$ cat src/rtl/btn_pkg.sv
// Shared state encoding and default timing constants for push-button conditioning.
// Latency: none (declarations only). Backpressure: not applicable.
package btn_pkg;

    typedef logic [1:0] state_t;

    localparam state_t ST_IDLE         = 2'd0;
    localparam state_t ST_PRESS_WAIT   = 2'd1;
    localparam state_t ST_PRESSED      = 2'd2;
    localparam state_t ST_RELEASE_WAIT = 2'd3;

    localparam int DEF_STABLE_CYCLES = 16;
    localparam int DEF_CNT_W         = 8;
    localparam int DEF_REPEAT_DELAY  = 64;
    localparam int DEF_REPEAT_PERIOD = 16;

    function automatic logic is_wait_state(input state_t st);
        return (st == ST_PRESS_WAIT) || (st == ST_RELEASE_WAIT);
    endfunction

endpackage

$ cat src/rtl/sync_2ff.sv
// Two-flop synchronizer for asynchronous ui_in pins; free-running, ignores design enable.
// Latency: 2 clk edges from input sample to q_o. Backpressure: none.
module sync_2ff #(
    parameter int WIDTH = 1
) (
    input  logic             clk,
    input  logic             rst,
    input  logic [WIDTH-1:0] d_i,
    output logic [WIDTH-1:0] q_o
);

    logic [WIDTH-1:0] ff1_q;
    logic [WIDTH-1:0] sync_q;

    always_ff @(posedge clk) begin
        if (rst) begin
            ff1_q  <= '0;
            sync_q <= '0;
        end else begin
            ff1_q  <= d_i;
            sync_q <= ff1_q;
        end
    end

    assign q_o = sync_q;

endmodule

$ cat src/rtl/btn_debounce_pulse.sv
// Debounces one raw button into a level plus press/release pulses; BTN_AUTO_REPEAT_EN adds held-key repeats.
// Latency: press_pulse STABLE_CYCLES+2 edges after the first high sample. Backpressure: none; ena=0 freezes.
import btn_pkg::*;

module btn_debounce_pulse #(
    parameter int STABLE_CYCLES = DEF_STABLE_CYCLES,
    parameter int CNT_W         = DEF_CNT_W,
    parameter int REPEAT_DELAY  = DEF_REPEAT_DELAY,
    parameter int REPEAT_PERIOD = DEF_REPEAT_PERIOD
) (
    input  logic clk,
    input  logic rst,
    input  logic ena,
    input  logic btn_in,
    output logic btn_level,
    output logic press_pulse,
    output logic release_pulse,
    output logic busy
);

    localparam logic [CNT_W-1:0] STABLE_LAST = CNT_W'(STABLE_CYCLES - 1);

    logic             sync_q;
    state_t           state_q;
    logic [CNT_W-1:0] cnt_q;
    logic [CNT_W-1:0] cnt_inc_d;
    logic             cnt_done_d;
    logic             btn_level_q;
    logic             press_pulse_q;
    logic             release_pulse_q;
    logic             busy_q;

    sync_2ff #(
        .WIDTH (1)
    ) u_sync (
        .clk (clk),
        .rst (rst),
        .d_i (btn_in),
        .q_o (sync_q)
    );

    assign cnt_inc_d  = cnt_q + 1'b1;
    assign cnt_done_d = (cnt_q == STABLE_LAST);

`ifdef BTN_AUTO_REPEAT_EN
    localparam logic [CNT_W-1:0] DELAY_LAST  = CNT_W'(REPEAT_DELAY - 1);
    localparam logic [CNT_W-1:0] PERIOD_LAST = CNT_W'(REPEAT_PERIOD - 1);

    // phase_q=0: waiting out the initial delay; phase_q=1: periodic repeats.
    logic             phase_q;
    logic [CNT_W-1:0] rep_last_d;

    assign rep_last_d = phase_q ? PERIOD_LAST : DELAY_LAST;
`endif

    always_ff @(posedge clk) begin
        if (rst) begin
            state_q         <= ST_IDLE;
            cnt_q           <= '0;
            btn_level_q     <= 1'b0;
            press_pulse_q   <= 1'b0;
            release_pulse_q <= 1'b0;
            busy_q          <= 1'b0;
`ifdef BTN_AUTO_REPEAT_EN
            phase_q         <= 1'b0;
`endif
        end else if (!ena) begin
            press_pulse_q   <= 1'b0;
            release_pulse_q <= 1'b0;
        end else begin
            press_pulse_q   <= 1'b0;
            release_pulse_q <= 1'b0;
            case (state_q)
                ST_IDLE: begin
                    if (sync_q) begin
                        state_q <= ST_PRESS_WAIT;
                        cnt_q   <= '0;
                        busy_q  <= 1'b1;
                    end
                end
                ST_PRESS_WAIT: begin
                    if (!sync_q) begin
                        state_q <= ST_IDLE;
                        cnt_q   <= '0;
                        busy_q  <= 1'b0;
                    end else if (cnt_done_d) begin
                        state_q       <= ST_PRESSED;
                        cnt_q         <= '0;
                        busy_q        <= 1'b0;
                        btn_level_q   <= 1'b1;
                        press_pulse_q <= 1'b1;
                    end else begin
                        cnt_q <= cnt_inc_d;
                    end
                end
                ST_PRESSED: begin
                    if (!sync_q) begin
                        state_q <= ST_RELEASE_WAIT;
                        cnt_q   <= '0;
                        busy_q  <= 1'b1;
`ifdef BTN_AUTO_REPEAT_EN
                        phase_q <= 1'b0;
                    end else if (cnt_q == rep_last_d) begin
                        press_pulse_q <= 1'b1;
                        cnt_q         <= '0;
                        phase_q       <= 1'b1;
                    end else begin
                        cnt_q <= cnt_inc_d;
`endif
                    end
                end
                ST_RELEASE_WAIT: begin
                    // A bounce back high returns to PRESSED silently; level never dropped.
                    if (sync_q) begin
                        state_q <= ST_PRESSED;
                        cnt_q   <= '0;
                        busy_q  <= 1'b0;
                    end else if (cnt_done_d) begin
                        state_q         <= ST_IDLE;
                        cnt_q           <= '0;
                        busy_q          <= 1'b0;
                        btn_level_q     <= 1'b0;
                        release_pulse_q <= 1'b1;
                    end else begin
                        cnt_q <= cnt_inc_d;
                    end
                end
                default: begin
                    state_q     <= ST_IDLE;
                    cnt_q       <= '0;
                    busy_q      <= 1'b0;
                    btn_level_q <= 1'b0;
                end
            endcase
        end
    end

    assign btn_level     = btn_level_q;
    assign press_pulse   = press_pulse_q;
    assign release_pulse = release_pulse_q;
    assign busy          = busy_q;

`ifndef SYNTHESIS
    always_ff @(posedge clk) begin
        if (!rst) begin
            assert (!(press_pulse_q && release_pulse_q));
            assert (busy_q == is_wait_state(state_q));
        end
    end
`endif

endmodule
$ cat config.mk
export PLATFORM = sky130hd
export DESIGN_NAME = btn_debounce_pulse
export DESIGN_NICKNAME = d
export VERILOG_FILES = /design/src/rtl/btn_pkg.sv /design/src/rtl/sync_2ff.sv /design/src/rtl/btn_debounce_pulse.sv
export SDC_FILE = /design/constraint.sdc
export NUM_CORES = 1
export LEC_CHECK = 0
export CAP_MARGIN = 20
export CORE_AREA = 2 2 42 44
export CTS_CLUSTER_DIAMETER = 120
export DETAILED_ROUTE_END_ITERATION = 8
export DIE_AREA = 0 0 44 46
export HOLD_SLACK_MARGIN = 0.08
export PLACE_DENSITY = 0.77
export SLEW_MARGIN = 20
export SYNTH_ARGS = -nofsm -noshare
export SYNTH_HDL_FRONTEND = slang
export SYNTH_HIERARCHICAL = 1
export SYNTH_SLANG_ARGS = --single-unit
$ cat constraint.sdc
create_clock -name clk -period 4.9 [get_ports clk]
set_clock_uncertainty 0.1 [all_clocks]
set_input_delay 0.49 -clock clk [delete_from_list [all_inputs] [get_ports clk]]
set_output_delay 0.49 -clock clk [all_outputs]
set_load 0.005 [all_outputs]
=== After elaboration in Yosys (flattened, before gate mapping) ===
Cells that the tools add are included.

* Flip-flop bits (word level): 16
* Latch bits: 0
* Bits in writable memories: 0
* ROM bits: 0
* Input bits: 4
* Output and inout port bits: 4
* Memories: 0

* Add/subtract/negate cells: 1
* $mul: 0
* Divide/modulo/power cells: 0
* Magnitude comparators: 0
* Equal/unequal tests: 12
* Shifts and indexed selects: 0
* Muxes and demuxes: 25
* Bitwise operators: 4
* Reduce and logical (&&, ||, !) cells: 7

{| class="wikitable"
|+ Operators with widths
! cell !! count
|-
| $mux W8 || 5
|-
| $pmux W8 S4 || 1
|-
| $mux W2 || 6
|-
| $mux W1 || 10
|-
| $add A8 B1 Y8 const B || 1
|-
| $eq A8 B4 Y1 const B || 1
|-
| $ne A2 B2 Y1 const B || 4
|-
| $pmux W2 S4 || 1
|-
| $reduce_or A4 Y1 || 2
|-
| $reduce_and A6 Y1 || 1
|-
| $reduce_and A5 Y1 || 1
|-
| $eq A2 B2 Y1 const B || 2
|-
| $ne A2 B1 Y1 const B || 2
|-
| $not A1 Y1 || 4
|-
| $pmux W1 S4 || 1
|-
| $ne A3 B2 Y1 const B || 1
|-
| $ne A3 B3 Y1 const B || 1
|-
| $reduce_and A3 Y1 || 1
|-
| $eq A2 B1 Y1 const B || 1
|-
| $logic_not A2 Y1 || 1
|-
| $pmux W1 S2 || 1
|-
| $reduce_bool A2 Y1 || 1
|}

=== Longest topological paths before layout ===
Gate-level depths: netlist (run 1).

* Depth after elaboration: 4
* Gate-level depth with buffers: 6
* Depth with buffers taken out: 5

=== Hierarchy ===
The synthesis (run 1) kept the hierarchy.

{| class="wikitable"
|+ By module, submodules not included
! module !! instances !! cells an instance !! area each (um^2) !! seq. area each (um^2)
|-
| btn_debounce_pulse || 1 || 80 || 723.2 || 280.3
|-
| sync_2ff || 1 || 4 || 52.6 || 40.0
|}

=== Worst setup path before layout (run 1) ===
OpenSTA, ideal clock, no wires.

* Kind: reg2reg
* Start point: register cnt_q[0]
* End point: register cnt_q[0]
* Data arrival time: 1.432 ns
* Required time: 4.729 ns
* Path slack: 3.297 ns
* Cell stages (with the launch flop): 7
* Path buffers: 1
* Period minus slack after synthesis: 1.603 ns
* Path through: dfxtp_1 ha_1 and4b_1 buf_6 and2_4 or3_1 a21oi_1

* Cells in the longest elaborated chain, start to end: 4
* Elaborated cells between the ends (all ways): 6
* Classes of those cells: add/sub: 1; eq/ne: 1; mux: 4

{| class="wikitable"
|+ Ends and longest elaborated chain
! item !! line !! source
|-
| start: declaration || btn_debounce_pulse.sv:25 || <nowiki>logic [CNT_W-1:0] cnt_q;</nowiki>
|-
| start signal: assignment || btn_debounce_pulse.sv:93 || <nowiki>cnt_q <= cnt_inc_d;</nowiki>
|-
| start signal: assignment || btn_debounce_pulse.sv:125 || <nowiki>cnt_q <= cnt_inc_d;</nowiki>
|-
| $add A8 B1 Y8 / $eq A8 B4 Y1 (equally long branches) || btn_debounce_pulse.sv:42, btn_debounce_pulse.sv:43 ||
|-
| $mux W8 * || btn_debounce_pulse.sv:86, btn_debounce_pulse.sv:118 ||
|-
| $mux W8, on equally long branches || btn_debounce_pulse.sv:114, btn_debounce_pulse.sv:82 ||
|-
| $pmux W8 S4 * || btn_debounce_pulse.sv:73 || <nowiki>case (state_q)</nowiki>
|}

Mark *: on every way between the ends. The rest lies on a longest branch, timed or not.
A chain may end at the register's enable or synchronous reset.

==> results.py, run 1 <==
metrics = {
    "floorplan": {
        "num_io_pins": 8,
        "rows": 15,
        "fp.dieW_um": 44,
        "die-area_um2": 2020,
        "die_y_um": 46,
        "core_region_area_um2": 1610,
        "initial_core_util_pct": 48.1,
    },
    "grt": {
        "grt_overflow_total": 0,
        "grt_usage_pct": 14.3,
        "antenna_found_initial": 0,
        "grt_pass1_vias": 483,
        "grt_pass1_wl_mm": 2.17,
        "grt_max_degree": 17,
    },
    "yosys": {
        "ys.warnings.count": 6,
        "synth_cells": 84,
        "ys_ff_latch": 16,
        "synthesis.nets": 89,
        "synth_cell_type_count": 36,
        "synth_area_um2": 776,
        "synthFlopType": "dfxtp_1",
        "ys_seq_area_share_pct": 41.3,
        "synthArstFlopShare_pct": 0,
        "syn_avg_cell_area_um2": 9.24,
        "synth_edf_count": 0,
    },
    "routing": {
        "drc": 0,
        "via_per_inst": 5.94,
        "antenna_left": 0,
        "dr_total_vias": 648,
        "wirelength_met1_um": 740,
        "drt_iter0_drc": 5,
        "wl_met2_um": 673,
        "first_pass_iters": 4,
        "wl_met3_um": 33,
        "topRoutingLayerUsed": "met3",
        "wirelength_mm": 1.45,
        "post_drt_wl_per_cell_um": 13.3,
    },
    "power": {
        "clockPowerShare_pct": 31.4,
        "intPower_mw": 0.165,
        "p_leak_nw": 0.307,
        "powerDensity_nw_per_um2": 240,
        "comb_power_share_pct": 5.5,
        "power_frac_seq_pct": 63.1,
        "power.switching_mw": 0.0448,
        "p_sw_share_pct": 21.3,
        "ir_worst_vdd_uv": 160,
    },
    "cells_and_area": {
        "final_cell_mix": "dfxtp_1 (16), nand2_1 (8), clkdlybuf4s50_1 (7)",
        "nets": 99,
        "design_area_um2": 875,
        "finalNonFillerCells": 109,
        "n_antenna_cell": 0,
        "area_growth_pct": 12.7,
        "drive_above_1_share_pct": 12.0,
        "final_common_cell": "dfxtp_1",
    },
    "setup_path": {
        "rrSetupSlack_ns": 3.13,
        "r2r-start": "cnt_q[0]",
        "rr_worst_depth": 5,
        "timing.rr.end": "cnt_q[7]",
        "path_class": "input port to flop",
        "critPathMaxFanout": 16,
        "worstPathRequired_ns": 4.96,
        "crit_path_end_kind": "flop",
        "start_kind": "input port",
        "arrival_ns": 2.02,
    },
    "run": {
        "maxCapViolCount": 0,
    },
    "worst_hold_path": {
        "min-delay-path-class": "flop to flop",
        "min_to": "u_sync/q_o",
        "worstHoldStart": "u_sync/ff1_q",
        "min_path_cells": 1,
    },
    "placed_design": {
        "port_buffers": 7,
        "gp_congestion": 0.781,
        "hpwlAfterDp_mm": 1.03,
        "place_area_um2": 852,
        "dp.cells": 106,
    },
    "clocking": {
        "root_buffer": "clkbuf_4",
        "cts_resized": 0,
        "htreeDepth": 1,
        "cts_hold_buf": 0,
        "clock_latency_ns": 0.27,
        "numCtsBuffers": 3,
        "clock_path_buffers": 2,
        "cts_tree": "done",
        "clock-sinks": 16,
        "cts_setup_buffers": 0,
        "clk_pin_slew_ns": 0.08,
    },
    "sta": {
        "slew_headroom_pct": 61.3,
        "drv_slew": 0,
        "setup_violations": 0,
        "rsz0062_at_grt": "no",
        "tns_ns": 0,
        "fmax_mhz": 511,
        "min_period_ns": 1.96,
        "worst_pin_slew_ns": 0.579,
        "hold_viol_final": 0,
        "finalCritPeriodShare_pct": 39.9,
    },
    "run_status": {
        "status": "finished clean",
    },
}
## power by group through the flow
stage	clock network [mW]	registers (mW)	logic, mW
after floorplan	0	0.135	0.00618
after global placement	0	0.135	0.0112
after detailed placement	0	0.135	0.0113
after CTS	0.0691	0.132	0.0114
after global routing	0.0730	0.133	0.0125
final	0.0659	0.132	0.0116
## layer usage
| layer | GRT usage [%] | up-vias |
|---|---|---|
| li1 | - | 331 |
| met1 | 21.8 | 312 |
| met2 | 19.7 | 5 |
| met3 | 2.38 | 0 |
| met4 | 5.45 | 0 |
| met5 | 0 | - |
## critical path, stage by stage
cell,delay (ns)
clkdlybuf4s50_1,0.84
inv_1,0.18
and2_4,0.19
a221o_1,0.33
## cell families (layout without fill, tap and decap cells)
family / after synthesis / in the layout / share of synthesized area [%]
mux: 2 / 2 / 2.58
buf+inv: 3 / 11 / 2.42
simple gates: 39 / 39 / 29.0
xor+xnor: 2 / 2 / 3.23
flops: 16 / 16 / 41.3
fa+ha+maj: 1 / 1 / 1.61
compound gates: 21 / 21 / 19.8
## synth_stat cells, types with 2 or more instances
cell / count / area (µm²)
or3_1: 2 / 12.5
nor2_1: 6 / 22.5
a21oi_1: 5 / 25.0
dfxtp_1: 16 / 320
o21ai_0: 4 / 20.0
nand3_1: 4 / 20.0
and2_4: 2 / 17.5
a22o_1: 2 / 17.5
nor3_1: 2 / 10.0
and2_1: 2 / 12.5
mux2i_1: 2 / 20.0
nand2_1: 8 / 30.0
nor2b_1: 4 / 25.0
nor4b_1: 3 / 26.3
## worst max path at each step
stage               startpoint  endpoint  slack (ns)  cells past startpoint
CTS                        rst  cnt_q[7]        2.98                      4
global route               rst  cnt_q[7]        2.89                      4
global placement           rst  cnt_q[7]        2.71                      4
floorplan             cnt_q[0]  cnt_q[0]        3.30                      6
detailed placement         rst  cnt_q[7]        2.69                      4
finish                     rst  cnt_q[7]        2.94                      4
## state kept, by name, summed over array words and instances, names as in the netlist, named ones only
register / cells
release_pulse: 1
u_sync/q_o: 1
cnt_q: 8
u_sync/ff1_q: 1
busy: 1
press_pulse: 1
state_q: 1
btn_level: 1
## cell type report
| type | instances | area [µm²] |
|---|---|---|
| Multi-Input combinational cell | 65 | 437 |
| Clock buffer | 3 | 22.5 |
| Sequential cell | 16 | 320 |
| Fill cell | 158 | 739 |
| Timing Repair Buffer | 7 | 70.1 |
| Inverter | 1 | 3.75 |
| Tap cell | 17 | 21.3 |
## metrics by stage
step / util, % / hold WS (ns) / power (mW) / worst slack (ns)
after CTS: 54.2 / 0.355 / 0.213 / 2.98
after floorplan: - / 0.314 / 0.141 / 3.30
after global placement: 52.8 / 0.324 / 0.147 / 2.71
after detailed placement: 52.8 / 0.343 / 0.147 / 2.69
final: 54.2 / 0.349 / 0.210 / 2.94
after global routing: 54.2 / 0.365 / 0.218 / 2.89
Power figures use the tool's default switching activity.
==> run 2, diff against run 1 <==
clock period = 1.99 ns   (was 4.9 ns; I/O delays follow)
==> run 2 against run 1 <==
  * Critical path depth grew 1
  * Sequential share of layout area shrank 0.87 points
  * Die area stayed put
  * Sequential cell count unchanged
  * Utilization grew 1.3 points
  * Combinational power grew to 2.6 times the previous value
  * Largest cell class unchanged
  * Largest power group unchanged
==> results.py, run 2 (synthesized netlist as in run 1, its figures left out) <==
metrics = {
    "run_status": {
        "status": "finished clean",
    },
    "setup_path": {
        "crit_path_end_kind": "flop",
        "critPathMaxFanout": 6,
        "path_class": "flop to flop",
        "start_kind": "flop",
        "worstPathRequired_ns": 2.07,
        "arrival_ns": 1.85,
    },
    "routing": {
        "antenna_left": 0,
        "via_per_inst": 5.86,
        "wirelength_mm": 1.56,
        "drc": 0,
        "post_drt_wl_per_cell_um": 14.0,
        "drt_iter0_drc": 13,
        "first_pass_iters": 4,
        "dr_total_vias": 651,
    },
    "sta": {
        "finalCritPeriodShare_pct": 88.8,
        "slew_headroom_pct": 68.5,
        "setup_ws_ns": 0.222,
        "hold_viol_final": 0,
        "whs_ns": 0.350,
        "rsz0062_at_grt": "no",
        "min_period_ns": 1.77,
        "drv_slew": 0,
        "worst_pin_slew_ns": 0.470,
        "setup_violations": 0,
        "tns_ns": 0,
        "fmax_mhz": 566,
    },
    "power": {
        "clockPowerShare_pct": 37.9,
        "p_sw_share_pct": 21.7,
        "power.switching_mw": 0.124,
        "powerDensity_nw_per_um2": 640,
        "comb_power_share_pct": 5.2,
        "power_frac_seq_pct": 56.9,
        "p_leak_nw": 0.319,
        "ir_worst_vdd_uv": 379,
        "p_total_mw": 0.574,
        "intPower_mw": 0.449,
    },
    "cells_and_area": {
        "regArea_um2": 320,
        "multi_input_area_um2": 437,
        "n_antenna_cell": 0,
        "design_area_um2": 896,
        "fillers": 155,
        "final_cell_mix": "dfxtp_1 (16), nand2_1 (8), clkdlybuf4s50_1 (7)",
        "largest_register_ffs": 8,
        "final_common_cell": "dfxtp_1",
        "area_growth_pct": 15.5,
        "drive_above_1_share_pct": 13.8,
        "regMostFlops": "cnt_q",
        "nets": 100,
    },
    "run": {
        "maxCapViolCount": 0,
    },
    "floorplan": {
        "initial_core_util_pct": 48.1,
        "core_region_area_um2": 1610,
        "die-area_um2": 2020,
        "rows": 15,
        "die_y_um": 46,
        "fp.dieW_um": 44,
        "num_io_pins": 8,
    },
    "clocking": {
        "cts_tree": "done",
        "cts_resized": 0,
        "htreeDepth": 1,
        "clk_pin_slew_ns": 0.09,
        "numCtsBuffers": 3,
        "clock-sinks": 16,
        "cts_setup_buffers": 0,
        "root_buffer": "clkbuf_4",
        "cts_hold_buf": 0,
        "clock_latency_ns": 0.29,
        "clock_path_buffers": 2,
    },
    "grt": {
        "antenna_found_initial": 0,
        "grt_pass1_vias": 617,
        "grt_usage_pct": 18.0,
        "grt_pass1_wl_mm": 2.62,
        "grt_overflow_total": 0,
        "grt_max_degree": 10,
    },
    "placed_design": {
        "port_buffers": 7,
        "pre_cts_slack_ns": 0.160,
        "hpwlAfterDp_mm": 1.16,
        "place_area_um2": 860,
        "gp_congestion": 0.777,
    },
    "worst_hold_path": {
        "min-delay-path-class": "flop to flop",
    },
}
## run 2: cell count changes in the layout (fill, tap and decap cells not counted)
cell / change
clkbuf_8: +1
buf_4: +1
## run 2: per-layer routing
layer  GRT usage, %  vias up  part of all wire [%]
met3           2.38        2                   3.3
li1               -      333                     -
met5              0        -                     0
met4           10.9        0                  0.77
met2           30.9       16                    51
met1           21.3      300                    44
## run 2: area by class of cell
class / instances / area share, %
clock buffer: 4 / 4.05
inverter: 1 / 0.419
multi-input combinational: 65 / 48.7
sequential: 16 / 35.8
tap: 17 / 2.37
timing repair buffer: 8 / 8.66
## run 2: power groups by stage
stage	logic [mW]	registers, mW	clock network, mW
3_5_place_dp	0.0300	0.334	0
2_1_floorplan	0.0152	0.333	0
5_1_grt	0.0327	0.327	0.233
3_3_place_gp	0.0292	0.333	0
4_1_cts	0.0301	0.326	0.224
6_report	0.0300	0.326	0.217
## run 2: path summary, 6_finish.rpt
check,from,endpoint,slack [ns],cells after the start
max,cnt_q[0],cnt_q[7],0.22,5
max reg2reg,cnt_q[0],cnt_q[7],0.22,5
min,u_sync/ff1_q,u_sync/q_o,0.35,1
min reg2reg,u_sync/ff1_q,u_sync/q_o,0.35,1
## run 2: worst max-delay path: stages, from the launching register on
cell and delay, ns:
dfxtp_1 0.42, ha_1 0.23, and4b_1 0.33, and2_4 0.21, nor3_1 0.08, a221o_1 0.30
## run 2: stage by stage
| stage | instances | util, % |
|---|---|---|
| final | 111 | 55.5 |
| after global routing | 111 | 55.5 |
| after global placement | 107 | 53.3 |
| after floorplan | 84 | - |
| after detailed placement | 107 | 53.3 |
| after CTS | 111 | 55.5 |
